File: src/rtl/ci_pkg.sv
// rtl/ci_pkg.sv - shared CI identifiers, sequencer states and control-word fields
package ci_pkg;

    localparam logic [7:0] CI_PROFILE_ID = 8'd8;

    typedef enum logic [2:0] {
        IDLE,
        ISSUE,
        WAIT,
        OUT,
        NEXT
    } seq_state_e;

    // controlWord field masks as seen by the profiling counters
    localparam logic [11:0] CW_EN  = 12'h00F;
    localparam logic [11:0] CW_DIS = 12'h0F0;
    localparam logic [11:0] CW_CLR = 12'hF00;

endpackage

File: src/rtl/ci_sample_sequencer_if.sv
// rtl/ci_sample_sequencer_if.sv - CI initiator bus plus captured-sample stream
interface ci_sample_sequencer_if #(
    parameter int SEQ_WIDTH = 8
);
    logic                 ciStart;
    logic [7:0]           ciN;
    logic [31:0]          ciValueA;
    logic [31:0]          ciValueB;
    logic                 ciDone;
    logic [31:0]          ciResult;

    logic                 sampleValid;
    logic                 sampleReady;
    logic [31:0]          sampleData;
    logic [1:0]           sampleIndex;
    logic [SEQ_WIDTH-1:0] sampleSeq;
    logic                 sampleTimeout;

    modport master (
        output ciStart, ciN, ciValueA, ciValueB,
        input  ciDone, ciResult,
        output sampleValid, sampleData, sampleIndex, sampleSeq, sampleTimeout,
        input  sampleReady
    );

    modport slave (
        input  ciStart, ciN, ciValueA, ciValueB,
        output ciDone, ciResult,
        input  sampleValid, sampleData, sampleIndex, sampleSeq, sampleTimeout,
        output sampleReady
    );

endinterface

File: src/rtl/ci_period_timer.sv
// rtl/ci_period_timer.sv - free-running frame tick generator, held at zero while disabled
module ci_period_timer (
    input  logic        clock,
    input  logic        reset,
    input  logic        enable_i,
    input  logic [31:0] period_i,
    output logic        tick_o
);

    logic [31:0] cnt_q, cnt_d;

    // >= keeps the counter from running to wrap if period shrinks mid-count
    always_comb begin
        tick_o = 1'b0;
        cnt_d  = 32'd0;
        if (enable_i) begin
            if (period_i <= 32'd1 || cnt_q >= period_i - 32'd1) begin
                tick_o = 1'b1;
            end else begin
                cnt_d = cnt_q + 32'd1;
            end
        end
    end

    always_ff @(posedge clock) begin
        if (reset) begin
            cnt_q <= 32'd0;
        end else begin
            cnt_q <= cnt_d;
        end
    end

endmodule

File: src/rtl/ci_sample_sequencer.sv
// rtl/ci_sample_sequencer.sv - autonomous CI reader that streams profiling-counter snapshots
module ci_sample_sequencer
    import ci_pkg::*;
#(
    parameter logic [7:0] CUSTOM_ID    = CI_PROFILE_ID,
    parameter int         NUM_COUNTERS = 4,
    parameter int         TIMEOUT      = 16,
    parameter int         SEQ_WIDTH    = 8
) (
    input  logic                  clock,
    input  logic                  reset,
    input  logic                  enable,
    input  logic [31:0]           period,
    input  logic                  snapReq,
    input  logic [11:0]           controlWord,
    ci_sample_sequencer_if.master bus,
    output logic                  busy,
    output logic [7:0]            timeoutCount
);

    localparam int         WAIT_W   = $clog2(TIMEOUT + 1);
    localparam logic [1:0] LAST_IDX = 2'(NUM_COUNTERS - 1);

    seq_state_e           state_q, state_d;
    logic [1:0]           idx_q, idx_d;
    logic [WAIT_W-1:0]    wait_q, wait_d;
    logic [31:0]          data_q, data_d;
    logic                 to_q, to_d;
    logic [SEQ_WIDTH-1:0] seq_q, seq_d;
    logic [7:0]           tcnt_q, tcnt_d;
    logic                 tick;
    logic                 ci_start;

    ci_period_timer u_timer (
        .clock    (clock),
        .reset    (reset),
        .enable_i (enable),
        .period_i (period),
        .tick_o   (tick)
    );

    always_comb begin
        state_d = state_q;
        idx_d   = idx_q;
        wait_d  = wait_q;
        data_d  = data_q;
        to_d    = to_q;
        seq_d   = seq_q;
        tcnt_d  = tcnt_q;
        case (state_q)
            IDLE: begin
                if (tick || snapReq) begin
                    idx_d   = 2'd0;
                    state_d = ISSUE;
                end
            end
            ISSUE: begin
                // a combinational responder may answer in the strobe cycle itself
                if (bus.ciDone) begin
                    data_d  = bus.ciResult;
                    to_d    = 1'b0;
                    state_d = OUT;
                end else begin
                    wait_d  = WAIT_W'(1);
                    state_d = WAIT;
                end
            end
            WAIT: begin
                if (bus.ciDone) begin
                    data_d  = bus.ciResult;
                    to_d    = 1'b0;
                    state_d = OUT;
                end else if (wait_q >= WAIT_W'(TIMEOUT - 1)) begin
                    data_d  = 32'd0;
                    to_d    = 1'b1;
                    state_d = OUT;
                    if (tcnt_q != 8'hFF) begin
                        tcnt_d = tcnt_q + 8'd1;
                    end
                end else begin
                    wait_d = wait_q + WAIT_W'(1);
                end
            end
            OUT: begin
                if (bus.sampleReady) begin
                    state_d = NEXT;
                end
            end
            NEXT: begin
                if (idx_q == LAST_IDX) begin
                    seq_d   = seq_q + SEQ_WIDTH'(1);
                    state_d = IDLE;
                end else begin
                    idx_d   = idx_q + 2'd1;
                    state_d = ISSUE;
                end
            end
            default: state_d = IDLE;
        endcase
    end

    always_ff @(posedge clock) begin
        if (reset) begin
            state_q <= IDLE;
            idx_q   <= 2'd0;
            wait_q  <= '0;
            data_q  <= 32'd0;
            to_q    <= 1'b0;
            seq_q   <= '0;
            tcnt_q  <= 8'd0;
        end else begin
            state_q <= state_d;
            idx_q   <= idx_d;
            wait_q  <= wait_d;
            data_q  <= data_d;
            to_q    <= to_d;
            seq_q   <= seq_d;
            tcnt_q  <= tcnt_d;
        end
    end

    // request fields are zeroed outside the strobe so the bus idles quiet
    assign ci_start          = (state_q == ISSUE);
    assign bus.ciStart       = ci_start;
    assign bus.ciN           = ci_start ? CUSTOM_ID : 8'd0;
    assign bus.ciValueA      = ci_start ? {30'd0, idx_q} : 32'd0;
    assign bus.ciValueB      = ci_start ? {20'd0, controlWord} : 32'd0;

    assign bus.sampleValid   = (state_q == OUT);
    assign bus.sampleData    = data_q;
    assign bus.sampleIndex   = idx_q;
    assign bus.sampleSeq     = seq_q;
    assign bus.sampleTimeout = to_q;

    assign busy              = (state_q != IDLE);
    assign timeoutCount      = tcnt_q;

endmodule

File: src/flat_wrapper.sv
// flat-port wrapper written by rule: the top's interface ports become plain ports
module ci_sample_sequencer_flat import ci_pkg::*;
#(
    parameter logic [7:0] CUSTOM_ID    = CI_PROFILE_ID,
    parameter int         NUM_COUNTERS = 4,
    parameter int         TIMEOUT      = 16,
    parameter int         SEQ_WIDTH    = 8
)
  (clock, reset, enable, period, snapReq, controlWord, busy, timeoutCount, bus_ciStart, bus_ciN, bus_ciValueA, bus_ciValueB, bus_ciDone, bus_ciResult, bus_sampleValid, bus_sampleData, bus_sampleIndex, bus_sampleSeq, bus_sampleTimeout, bus_sampleReady);
  ci_sample_sequencer_if #(.SEQ_WIDTH(SEQ_WIDTH)) bus_i ();
  input  logic clock;
  input  logic reset;
  input  logic enable;
  input  logic [31:0] period;
  input  logic snapReq;
  input  logic [11:0] controlWord;
  output logic busy;
  output logic [7:0] timeoutCount;
  output wire logic [$bits(bus_i.ciStart)-1:0] bus_ciStart;
  output wire logic [$bits(bus_i.ciN)-1:0] bus_ciN;
  output wire logic [$bits(bus_i.ciValueA)-1:0] bus_ciValueA;
  output wire logic [$bits(bus_i.ciValueB)-1:0] bus_ciValueB;
  input wire logic [$bits(bus_i.ciDone)-1:0] bus_ciDone;
  input wire logic [$bits(bus_i.ciResult)-1:0] bus_ciResult;
  output wire logic [$bits(bus_i.sampleValid)-1:0] bus_sampleValid;
  output wire logic [$bits(bus_i.sampleData)-1:0] bus_sampleData;
  output wire logic [$bits(bus_i.sampleIndex)-1:0] bus_sampleIndex;
  output wire logic [$bits(bus_i.sampleSeq)-1:0] bus_sampleSeq;
  output wire logic [$bits(bus_i.sampleTimeout)-1:0] bus_sampleTimeout;
  input wire logic [$bits(bus_i.sampleReady)-1:0] bus_sampleReady;
  assign bus_ciStart = bus_i.ciStart;
  assign bus_ciN = bus_i.ciN;
  assign bus_ciValueA = bus_i.ciValueA;
  assign bus_ciValueB = bus_i.ciValueB;
  assign bus_i.ciDone = bus_ciDone;
  assign bus_i.ciResult = bus_ciResult;
  assign bus_sampleValid = bus_i.sampleValid;
  assign bus_sampleData = bus_i.sampleData;
  assign bus_sampleIndex = bus_i.sampleIndex;
  assign bus_sampleSeq = bus_i.sampleSeq;
  assign bus_sampleTimeout = bus_i.sampleTimeout;
  assign bus_i.sampleReady = bus_sampleReady;
  ci_sample_sequencer #(.CUSTOM_ID(CUSTOM_ID), .NUM_COUNTERS(NUM_COUNTERS), .TIMEOUT(TIMEOUT), .SEQ_WIDTH(SEQ_WIDTH)) u_core (.clock(clock), .reset(reset), .enable(enable), .period(period), .snapReq(snapReq), .controlWord(controlWord), .bus(bus_i), .busy(busy), .timeoutCount(timeoutCount));
endmodule
File: config.mk
export PLATFORM = sky130hd
export DESIGN_NAME = ci_sample_sequencer_flat
export DESIGN_NICKNAME = d
export VERILOG_FILES = /design/src/rtl/ci_pkg.sv /design/src/rtl/ci_sample_sequencer_if.sv /design/src/rtl/ci_period_timer.sv /design/src/rtl/ci_sample_sequencer.sv /design/src/flat_wrapper.sv
export SDC_FILE = /design/constraint.sdc
export NUM_CORES = 1
export LEC_CHECK = 0
export CORE_MARGIN = 4
export CORE_UTILIZATION = 45
export CTS_BUF_LIST = sky130_fd_sc_hd__clkbuf_8
export DETAILED_ROUTE_END_ITERATION = 10
export PLACE_DENSITY = 0.82
export SYNTH_ARGS = -nofsm -noshare
export SYNTH_HDL_FRONTEND = slang
export SYNTH_SLANG_ARGS = --single-unit
File: constraint.sdc
create_clock -name clock -period 4.35 [get_ports clock]
set_clock_uncertainty 0.2 [all_clocks]
set_input_delay 0.435 -clock clock [delete_from_list [all_inputs] [get_ports clock]]
set_output_delay 0.435 -clock clock [all_outputs]
set_load 0.1 [all_outputs]
* Yosys cells after proc, flatten, opt, wreduce, memory -nomap -nowiden
Index checks and enable logic that the tools add are counted.
** Word-level totals
- Flip-flop bits (word level) :: 91
- Bits in latches :: 0
- Bits in writable memories :: 0
- Bits in read-only memories :: 0
- Input port bits :: 82
- Output and inout bits :: 126
- Word-level logic and storage cells :: 73
- Memories kept :: 0
** Cells by class
- $add $sub $neg :: 6
- $mul :: 0
- Divide/modulo/power cells :: 0
- Order comparisons :: 3
- Equal/unequal tests :: 14
- Shifts and indexed selects :: 0
- Mux-type cells :: 27
- Bitwise logic cells :: 2
- Reductions and logical operators :: 13
** Operators by type and width (number)
- $mux 32 :: 3
- $pmux 32 s2 :: 1
- $add 32x1->32 const B :: 1
- $ge 32x32->1 :: 1
- $le 32x1->1 const B :: 1
- $sub 32x1->32 const B :: 1
- $add 8x1->8 const B :: 2
- $mux 5 :: 3
- $pmux 3 s5 :: 1
- $mux 12 :: 1
- $mux 3 :: 4
- $ne 2x2->1 const B :: 5
- $pmux 5 s2 :: 1
- $reduce_and 3->1 :: 3
- $ne 8x8->1 const B :: 1
- $reduce_and 4->1 :: 2
- $mux 1 :: 7
- $eq 3x2->1 const B :: 2
- $mux 2 :: 3
- $add 5x1->5 const B :: 1
- $ge 5x4->1 const B :: 1
- $mux 4 :: 1
- $ne 2x1->1 const B :: 2
- $pmux 2 s2 :: 1
- other kinds (13) :: 16

* Depth between registers and ports, before layout
Gate-level depths: netlist (run 1).
- Word-level depth :: 8
- Gate-level depth with buffers :: 15

* Cells and area by module
From an unflattened synthesis (run 1), not the netlist that was laid out.
** Second synthesis, totals
- Cell total of the unflattened synthesis :: 662
- Area total of the unflattened synthesis :: 5756.8 µm²
** By module, submodules not included
- ci_sample_sequencer :: instances 1, cells each 323, area each 2967.8 µm²
- ci_period_timer :: instances 1, cells each 339, area each 2788.9 µm²

* Worst setup path before layout (run 1)
OpenSTA, ideal clock, no wires.
- Kind :: input-to-reg
- Start point :: input period[15]
- End point :: register u_core.u_timer.cnt_q[14]
- Library setup time :: 65 ps
- Data arrival time :: 3785 ps
- Data required time :: 4085 ps
- Slack :: 300 ps
- Stages :: 12
- Path through :: or4_4 -> or4_4 -> or4_4 -> nor3_1 -> xnor2_1 -> ha_1 -> and4_1 -> a221o_1 -> a211oi_1 -> nand3_1 -> clkbuf_1 -> nor2_1
** Between the ends
- Word-level cells in the longest chain between the ends :: 4
** RTL lines
- start: declaration :: line flat_wrapper.sv:14 : input logic [31:0] period;
- $sub 32x1->32 :: line ci_period_timer.sv:17 : if (period_i <= 32'd1 || cnt_q >= period_i - 32'd1) begin
- $ge 32x32->1 :: line ci_period_timer.sv:17
- $logic_or 1x1->1 * :: line ci_period_timer.sv:17
- $reduce_or 3->1 (no line) *
- end signal: assignment :: line ci_period_timer.sv:29 : cnt_q <= cnt_d;
- end: declaration :: line ci_period_timer.sv:10 : logic [31:0] cnt_q, cnt_d;
Mark *: on every way between the ends. The rest lies on a longest branch, timed or not.
A chain may end at the register's enable or synchronous reset.

* Worst setup path in the final report (run 1)
- Start point :: input period[15]
- End point :: register u_core.u_timer.cnt_q[28]
The elaborated chain is that of the path after synthesis.

==> results of run 1 <==
-- Yosys cell counts (2+ instances only) --
| library cell | instances | area, um^2 |
|---|---|---|
| nand2_1 | 38 | 143 |
| and2_1 | 15 | 93.8 |
| or3_1 | 8 | 50.1 |
| or4_1 | 4 | 30.0 |
| dfxtp_1 | 91 | 1820 |
| o21ai_0 | 10 | 50.1 |
| a311oi_1 | 2 | 17.5 |
| xnor2_1 | 36 | 315 |
| xor2_1 | 33 | 289 |
| clkbuf_1 | 18 | 67.6 |
| or4_4 | 3 | 33.8 |
| nand3_1 | 25 | 125 |
| buf_2 | 2 | 10.0 |
| and4_1 | 7 | 61.3 |
| a21oi_1 | 21 | 105 |
| a21o_1 | 3 | 22.5 |
| inv_1 | 13 | 48.8 |
| a22oi_1 | 34 | 255 |
| nor2_1 | 113 | 424 |
| buf_4 | 58 | 435 |
| a211oi_1 | 5 | 37.5 |
| o21a_1 | 3 | 22.5 |
| nor4_1 | 7 | 43.8 |
| nand2b_1 | 2 | 12.5 |
| a31oi_1 | 2 | 12.5 |
| nor3_1 | 19 | 95.1 |
| and3_1 | 10 | 62.6 |
| ha_1 | 40 | 500 |
| nor2_2 | 2 | 12.5 |
| nand4_1 | 10 | 62.6 |
| nor3b_1 | 3 | 22.5 |
-- path summary, 6_finish.rpt --
kind,startpoint,to,cells after the start
hold / removal,u_core.bus.sampleTimeout,u_core.bus.sampleTimeout,2
hold reg to reg,u_core.bus.sampleTimeout,u_core.bus.sampleTimeout,2
setup / recovery,period[15],u_core.u_timer.cnt_q[28],15
setup reg to reg,u_core.u_timer.cnt_q[0],u_core.u_timer.cnt_q[28],9
-- layout by cell type (no fill, tap or decap), types with 2 or more instances in the layout --
cell	count
xnor2_1	36
o21a_1	3
dfxtp_1	91
clkbuf_8	9
a311oi_1	2
nand2_1	38
nand3_1	25
or3_1	8
nor2_2	4
a22oi_1	34
a21oi_1	20
clkdlybuf4s50_1	134
inv_1	13
o21ai_0	10
ha_1	40
nor3_1	18
conb_1	57
or4_1	4
xor2_1	33
and4_1	7
nor2_1	111
and3_1	10
a211oi_1	4
clkinv_2	3
nor3b_1	2
nand2b_1	2
and2_1	15
or4_4	3
a21o_1	3
buf_4	37
nor4_1	7
inv_6	2
nand4_1	10
-- kinds of logic after synthesis --
kind of cell / count (synthesis)
muxes: 1
AOI/OAI and AO/OA: 90
other: 1
and+or+nand+nor: 274
adders and majority gates: 40
xor gates and xnor gates: 69
DFF: 91
buffers and inverters: 91
-- layout make-up --
class / instances / area share [%]
multi-input cells: 531 / 46.2
flip-flops and latches: 91 / 25.4
repair buffers: 173 / 22.9
well taps: 143 / 2.50
clock buffers: 9 / 1.73
inverters: 13 / 0.681
clock inverters: 6 / 0.559
-- state kept, by name (all words and copies together), names as in the netlist --
signal,cells
u_core.u_timer.cnt_q,32
u_core.bus.sampleSeq,8
u_core.wait_q,5
u_core.bus.sampleData,32
u_core.bus.sampleIndex,2
u_core.timeoutCount,8
u_core.state_q,3
u_core.bus.sampleTimeout,1
-- routing by layer --
metal  vias up  track usage (%)  wire [um]
met1      2244             22.9       5810
li1       2492                -          -
met4         0             7.25        276
met2       167             32.6       6790
met5         -                0          0
met3        20             3.41        803
-- power by group through the flow --
stage	combinational, mW	clock [mW]	sequential [mW]
final	0.844	0.508	0.883
after global routing	0.878	0.551	0.887
after CTS	0.844	0.522	0.883
after detailed placement	0.842	0	0.902
after global placement	0.836	0	0.901
after floorplan	0.513	0	1.06
-- through the flow --
step                worst slack [ns]  total power, mW  area [um^2]  instances  hold WS, ns
finish                         0.145             2.23         7160        966        0.266
global placement              -0.199             1.74         6970        951        0.243
global route                -0.00911             2.32         7160        966        0.286
floorplan                      0.300             1.58         5660        713        0.226
detailed placement            -0.294             1.74         6970        951        0.251
CTS                            0.102             2.25         7130        966        0.266
-- worst register-to-register path: cells and delay by family (launching register included) --
family | cells | cell delay [ns]
buffers and inverters | 2 | 0.27
AOI/OAI and AO/OA | 3 | 1.07
and+or+nand+nor | 3 | 0.39
adders and majority gates | 1 | 0.26
DFF | 1 | 0.38
-- timing repair --
action                     4_1_cts  5_1_grt
setup endpoints to repair        0       28
resized for setup                0        7
hold buffers                     0        0
==> results.yml, run 1 <==
outcome:
  status: "completed"
timing:
  slew_headroom_pct: 32.4
  grt_setup_unrepaired: "true"
  timing.final.crit_share_pct: 96.7
  max_freq_ghz: 0.238
  period_minus_slack_ns: 4.20
  worst_pin_slew_ns: 1.01
  tns_ns: 0
  drv_slew: 0
  setup_viol: 0
  finalHoldViolations: 0
critical_path:
  cpMaxStageDelayCell: "or4_4"
  path_delay_family: "simple AND/OR/NAND/NOR gates"
  cpMostUsedCell: "or4_4"
  max_stage_delay_ns: 0.56
  endpoint_kind: "flop"
  path_cells: "clkdlybuf4s50_1, or4_4, or4_4, or4_4, or2_4, nor2b_2, xnor2_1, ha_1, nand4_1, buf_4, a21oi_1, a211oi_2, nand3_1, buf_4, nor2_1"
  startpoint_type: "input port"
  crit_arrival_ns: 4.30
  r2r_slack_ns: 1.71
  crit_type: "in -> reg"
  cp_data_required_time_ns: 4.44
  critPathBufInv: 3
  cp_max_fo: 9
flow_run:
  drv_cap: 0
power:
  p_sw_uw: 968
  p_int_mw: 1.27
  irDropWorstVdd_v: 0.000133
  p_leak_nw: 2.81
  p_comb_share_pct: 37.8
  seqPwrFrac_pct: 39.5
  clkPwrFrac_pct: 22.7
  pwr_density_cell_mw_per_mm2: 312
  switching_share_pct: 43.3
detailed_routing:
  first_iter_violations: 300
  avgViaCountPerCell: 5.10
  avgRoutedWirePerCell_um: 14.2
  vias: 4923
  antenna_left: 0
  drc: 0
  drt_first_pass_iters: 5
  wl_um: 13700
final_layout:
  syn2layout_area_growth_pct: 31.5
  multi_input_area_mm2: 0.00331
  ff_latch_area_mm2: 0.00182
  num_antenna_cells: 0
  nFillCells: 1030
  layout.nets: 941
  drive_above_1_share_pct: 8.63
  final_util_pct: 61.7
floorplanning:
  ios: 208
  die_width_um: 118
  die_h_um: 118
  rows: 39
  dieArea_mm2: 0.0139
  coreArea_mm2: 0.0116
  initial_core_util_pct: 46.9
clocking:
  cts_tree: "yes"
  clkTransAtPathRegs_ns: 0.09
  cts_max_path_buffers: 2
  postCtsSetupRepairBufs: 0
  h-tree-depth: 3
  clock-sinks: 91
  clk_latency_ns: 0.36
  cts-root-buf: "clkbuf_8"
  cts_buffers: 9
placed_design:
  gp_congestion: 0.883
  io_buffers: 150
  hpwl_um: 10900
yosys:
  yosys_register_bits: 91
  synthFlopType: "dfxtp_1"
  synth_top_family_by_area: "simple AND/OR/NAND/NOR gates"
  synth_xor_area_share_pct: 11.1
  async_flop_share_pct: 0
  syn_inst: 657
  ys_seq_area_share_pct: 33.4
  syn_area_mm2: 0.00545
  postSynthAreaPerCell_um2: 8.30
  synth_edf_count: 0
  synth_compound_area_share_pct: 11.2
  synthSimpleGateAreaFrac_pct: 24.5
  synthAdderAreaFrac_pct: 9.18
  ys_warn_count: 0
  synthMuxAreaShare_pct: 0.184
  synth.distinct_cells: 51
global_routing:
  antenna_found_initial: 0
  grt_pass1_vias: 4579
  grt_max_degree: 38
  grtUsageTotal_pct: 18.7
  overflow: 0
  grt_pass1_wl_um: 21900
worst_hold_path:
  hold_path_class: "reg -> reg"
Note: power is estimated with default switching activity, not from simulation.
==> inputs of run 2 (changes only) <==
- ABC_AREA: unset -> 1
- PLACE_DENSITY: 0.82 -> 0.78
- SYNTH_HIERARCHICAL: unset -> 1
==> run 2 against run 1 <==
Against the previous run: worst hold slack gained 0.0013 ns; maximum frequency grew 17%; non-clock buffer count fell by 22; worst setup slack better by 0.61 ns; utilization fell by 4.8 points; die area increased by 20%; total power is 63% higher; register-to-register slack gained 0.23 ns; cell count grew 34%; combinational power is 140% higher.
==> results.yml, run 2 <==
final_layout:
  syn2layout_area_growth_pct: 23.9
  final_common_cell: "nand2_1"
  drive_above_1_share_pct: 11.3
  num_antenna_cells: 0
  layout_common_cells: "nand2_1 (218), clkdlybuf4s50_1 (149), nor2_1 (142)"
  final_cell_area_mm2: 0.00824
  layout.nets: 1223
critical_path:
  crit_type: "in -> reg"
  rr_worst_depth: 17
  r2r_slack_ns: 1.94
  endpoint_kind: "flop"
  cp_max_fo: 4
  cp_data_required_time_ns: 4.42
  startpoint_type: "input port"
  r2r_end: "u_core/bus.sampleIndex[0]"
  crit_arrival_ns: 3.66
  crit-reg2reg-launch: "u_core/u_timer/cnt_q[5]"
power:
  irDropWorstVdd_v: 0.000402
  finalPower_mw: 3.63
  pwr_density_cell_mw_per_mm2: 441
  p_leak_nw: 3.34
detailed_routing:
  vias: 5923
  first_iter_violations: 286
  wl_um: 15200
  drc: 0
  drt_first_pass_iters: 4
  antenna_left: 0
  avgRoutedWirePerCell_um: 11.7
  avgViaCountPerCell: 4.59
global_routing:
  grt_pass1_wl_um: 24800
  antenna_found_initial: 0
  grtUsageTotal_pct: 18.0
  grt_max_degree: 48
  grt_pass1_vias: 5539
  overflow: 0
timing:
  drv_slew: 0
  timing.final.crit_share_pct: 82.7
  slew_headroom_pct: 32.2
  finalHoldViolations: 0
  setup_viol: 0
  worst_pin_slew_ns: 1.01
  finalWorstSetupSlack_ns: 0.751
  grt_setup_unrepaired: "false"
  max_freq_ghz: 0.278
  tns_ns: 0
  period_minus_slack_ns: 3.60
floorplanning:
  die_width_um: 130
  ios: 208
  rows: 44
  coreArea_mm2: 0.0145
  initial_core_util_pct: 45.9
  dieArea_mm2: 0.0168
  die_h_um: 130
yosys:
  yosysTopAreaCellShare_pct: 27.4
  synth_area_leader_cell: "dfxtp_1"
  yosysMostFrequentCell: "nand2_1"
  synth.distinct_cells: 33
  syn_inst: 957
  synth_edf_count: 0
  synthFlopType: "dfxtp_1"
  yosys_register_bits: 91
  synth_area_leaders: "dfxtp_1 (27%), nand2_1 (12%), nor2_1 (8.0%)"
  synth_commonest_cells: "nand2_1 (218), nor2_1 (142), inv_1 (116), dfxtp_1 (91), buf_4 (58)"
  syn_area_mm2: 0.00665
  ys_seq_area_share_pct: 27.4
  async_flop_share_pct: 0
  postSynthAreaPerCell_um2: 6.95
  ys_warn_count: 6
placed_design:
  gp_congestion: 0.860
  place_area_mm2: 0.00802
  io_buffers: 150
  hpwl_um: 11900
  post-place-ws_ns: 0.375
clocking:
  clk_latency_ns: 0.36
  clock-sinks: 91
  hold_buffers: 0
  post_cts_resized: 0
  clkTransAtPathRegs_ns: 0.10
  cts_buffers: 9
  cts_tree: "yes"
  postCtsSetupRepairBufs: 0
  cts_max_path_buffers: 2
  h-tree-depth: 3
  cts-root-buf: "clkbuf_8"
worst_hold_path:
  whs_endpoint: "u_core/bus.sampleData[24]"
  worstHoldStart: "u_core/bus.sampleData[24]"
  hold_path_class: "reg -> reg"
  whs_path_depth: 2
outcome:
  status: "completed"
flow_run:
  drv_cap: 0
## run 2: per-layer routing
| metal | up-vias | GRT usage, % | part of all wire (%) |
|---|---|---|---|
| met5 | - | 0 | 0 |
| met4 | 0 | 4.28 | 1.0 |
| met3 | 13 | 6.27 | 8.7 |
| met2 | 167 | 29.2 | 45 |
| met1 | 2606 | 23.0 | 46 |
| li1 | 3137 | - | - |
## run 2: stage by stage
stage	std cells	utilization (%)	hold WS [ns]
final	1290	56.9	0.267
after global routing	1290	56.9	0.285
after CTS	1290	56.9	0.272
after detailed placement	1274	55.4	0.256
after global placement	1274	55.4	0.251
after floorplan	1013	-	0.240
## run 2: cells by family after synthesis
kind of cell    Yosys count  share of synthesized area, %
flops                    91                          27.4
simple gates            491                          33.8
buf+inv                 197                          15.6
compound gates           77                          7.70
xor+xnor                 60                          7.90
other cells               1                        0.0564
fa+ha+maj                40                          7.53
## run 2: worst max path at each step
stage	to	cells after the start	from	slack, ns
2_1_floorplan	u_core/bus.sampleIndex[0]	27	period[0]	1.14
3_3_place_gp	u_core/bus.sampleIndex[0]	28	period[0]	0.45
3_5_place_dp	u_core/bus.sampleIndex[1]	25	period[0]	0.37
4_1_cts	u_core/bus.sampleIndex[1]	25	period[0]	0.76
5_1_grt	u_core/bus.sampleIndex[0]	28	period[0]	0.33
6_report	u_core/bus.sampleIndex[0]	28	period[0]	0.75
## run 2: power by group
group / internal (mW) / total, mW / switching, mW
Sequential: 0.917 / 0.984 / 0.0671
Combinational: 0.436 / 2.01 / 1.57
Clock: 0.329 / 0.642 / 0.313
Total: 1.68 / 3.63 / 1.95
## run 2: final cells by class
cell class,count,area (um^2)
sequential,91,1820
clock buffer,9,124
timing repair buffer,151,1500
tap,184,230
multi-input combinational,725,4000
clock inverter,7,100
inverter,123,462
fill,1405,6240
## run 2: critical path, cell delays in order
cell	delay (ns)
clkdlybuf4s50_1	0.42
inv_1	0.12
ha_1	0.23
nand2_2	0.10
nor2_4	0.17
nand2_2	0.09
inv_2	0.08
nand3_1	0.10
nor2_1	0.14
xor2_1	0.15
inv_1	0.06
ha_1	0.26
nand2_1	0.05
inv_1	0.04
nand2_1	0.06
a21oi_1	0.05
nor2_1	0.08
nand2_1	0.07
nor2_2	0.14
a21oi_1	0.11
inv_1	0.06
nand2_1	0.05
nor2_1	0.19
inv_1	0.08
nand3_1	0.14
nand2_1	0.07
nand2_1	0.06
nor2_1	0.04
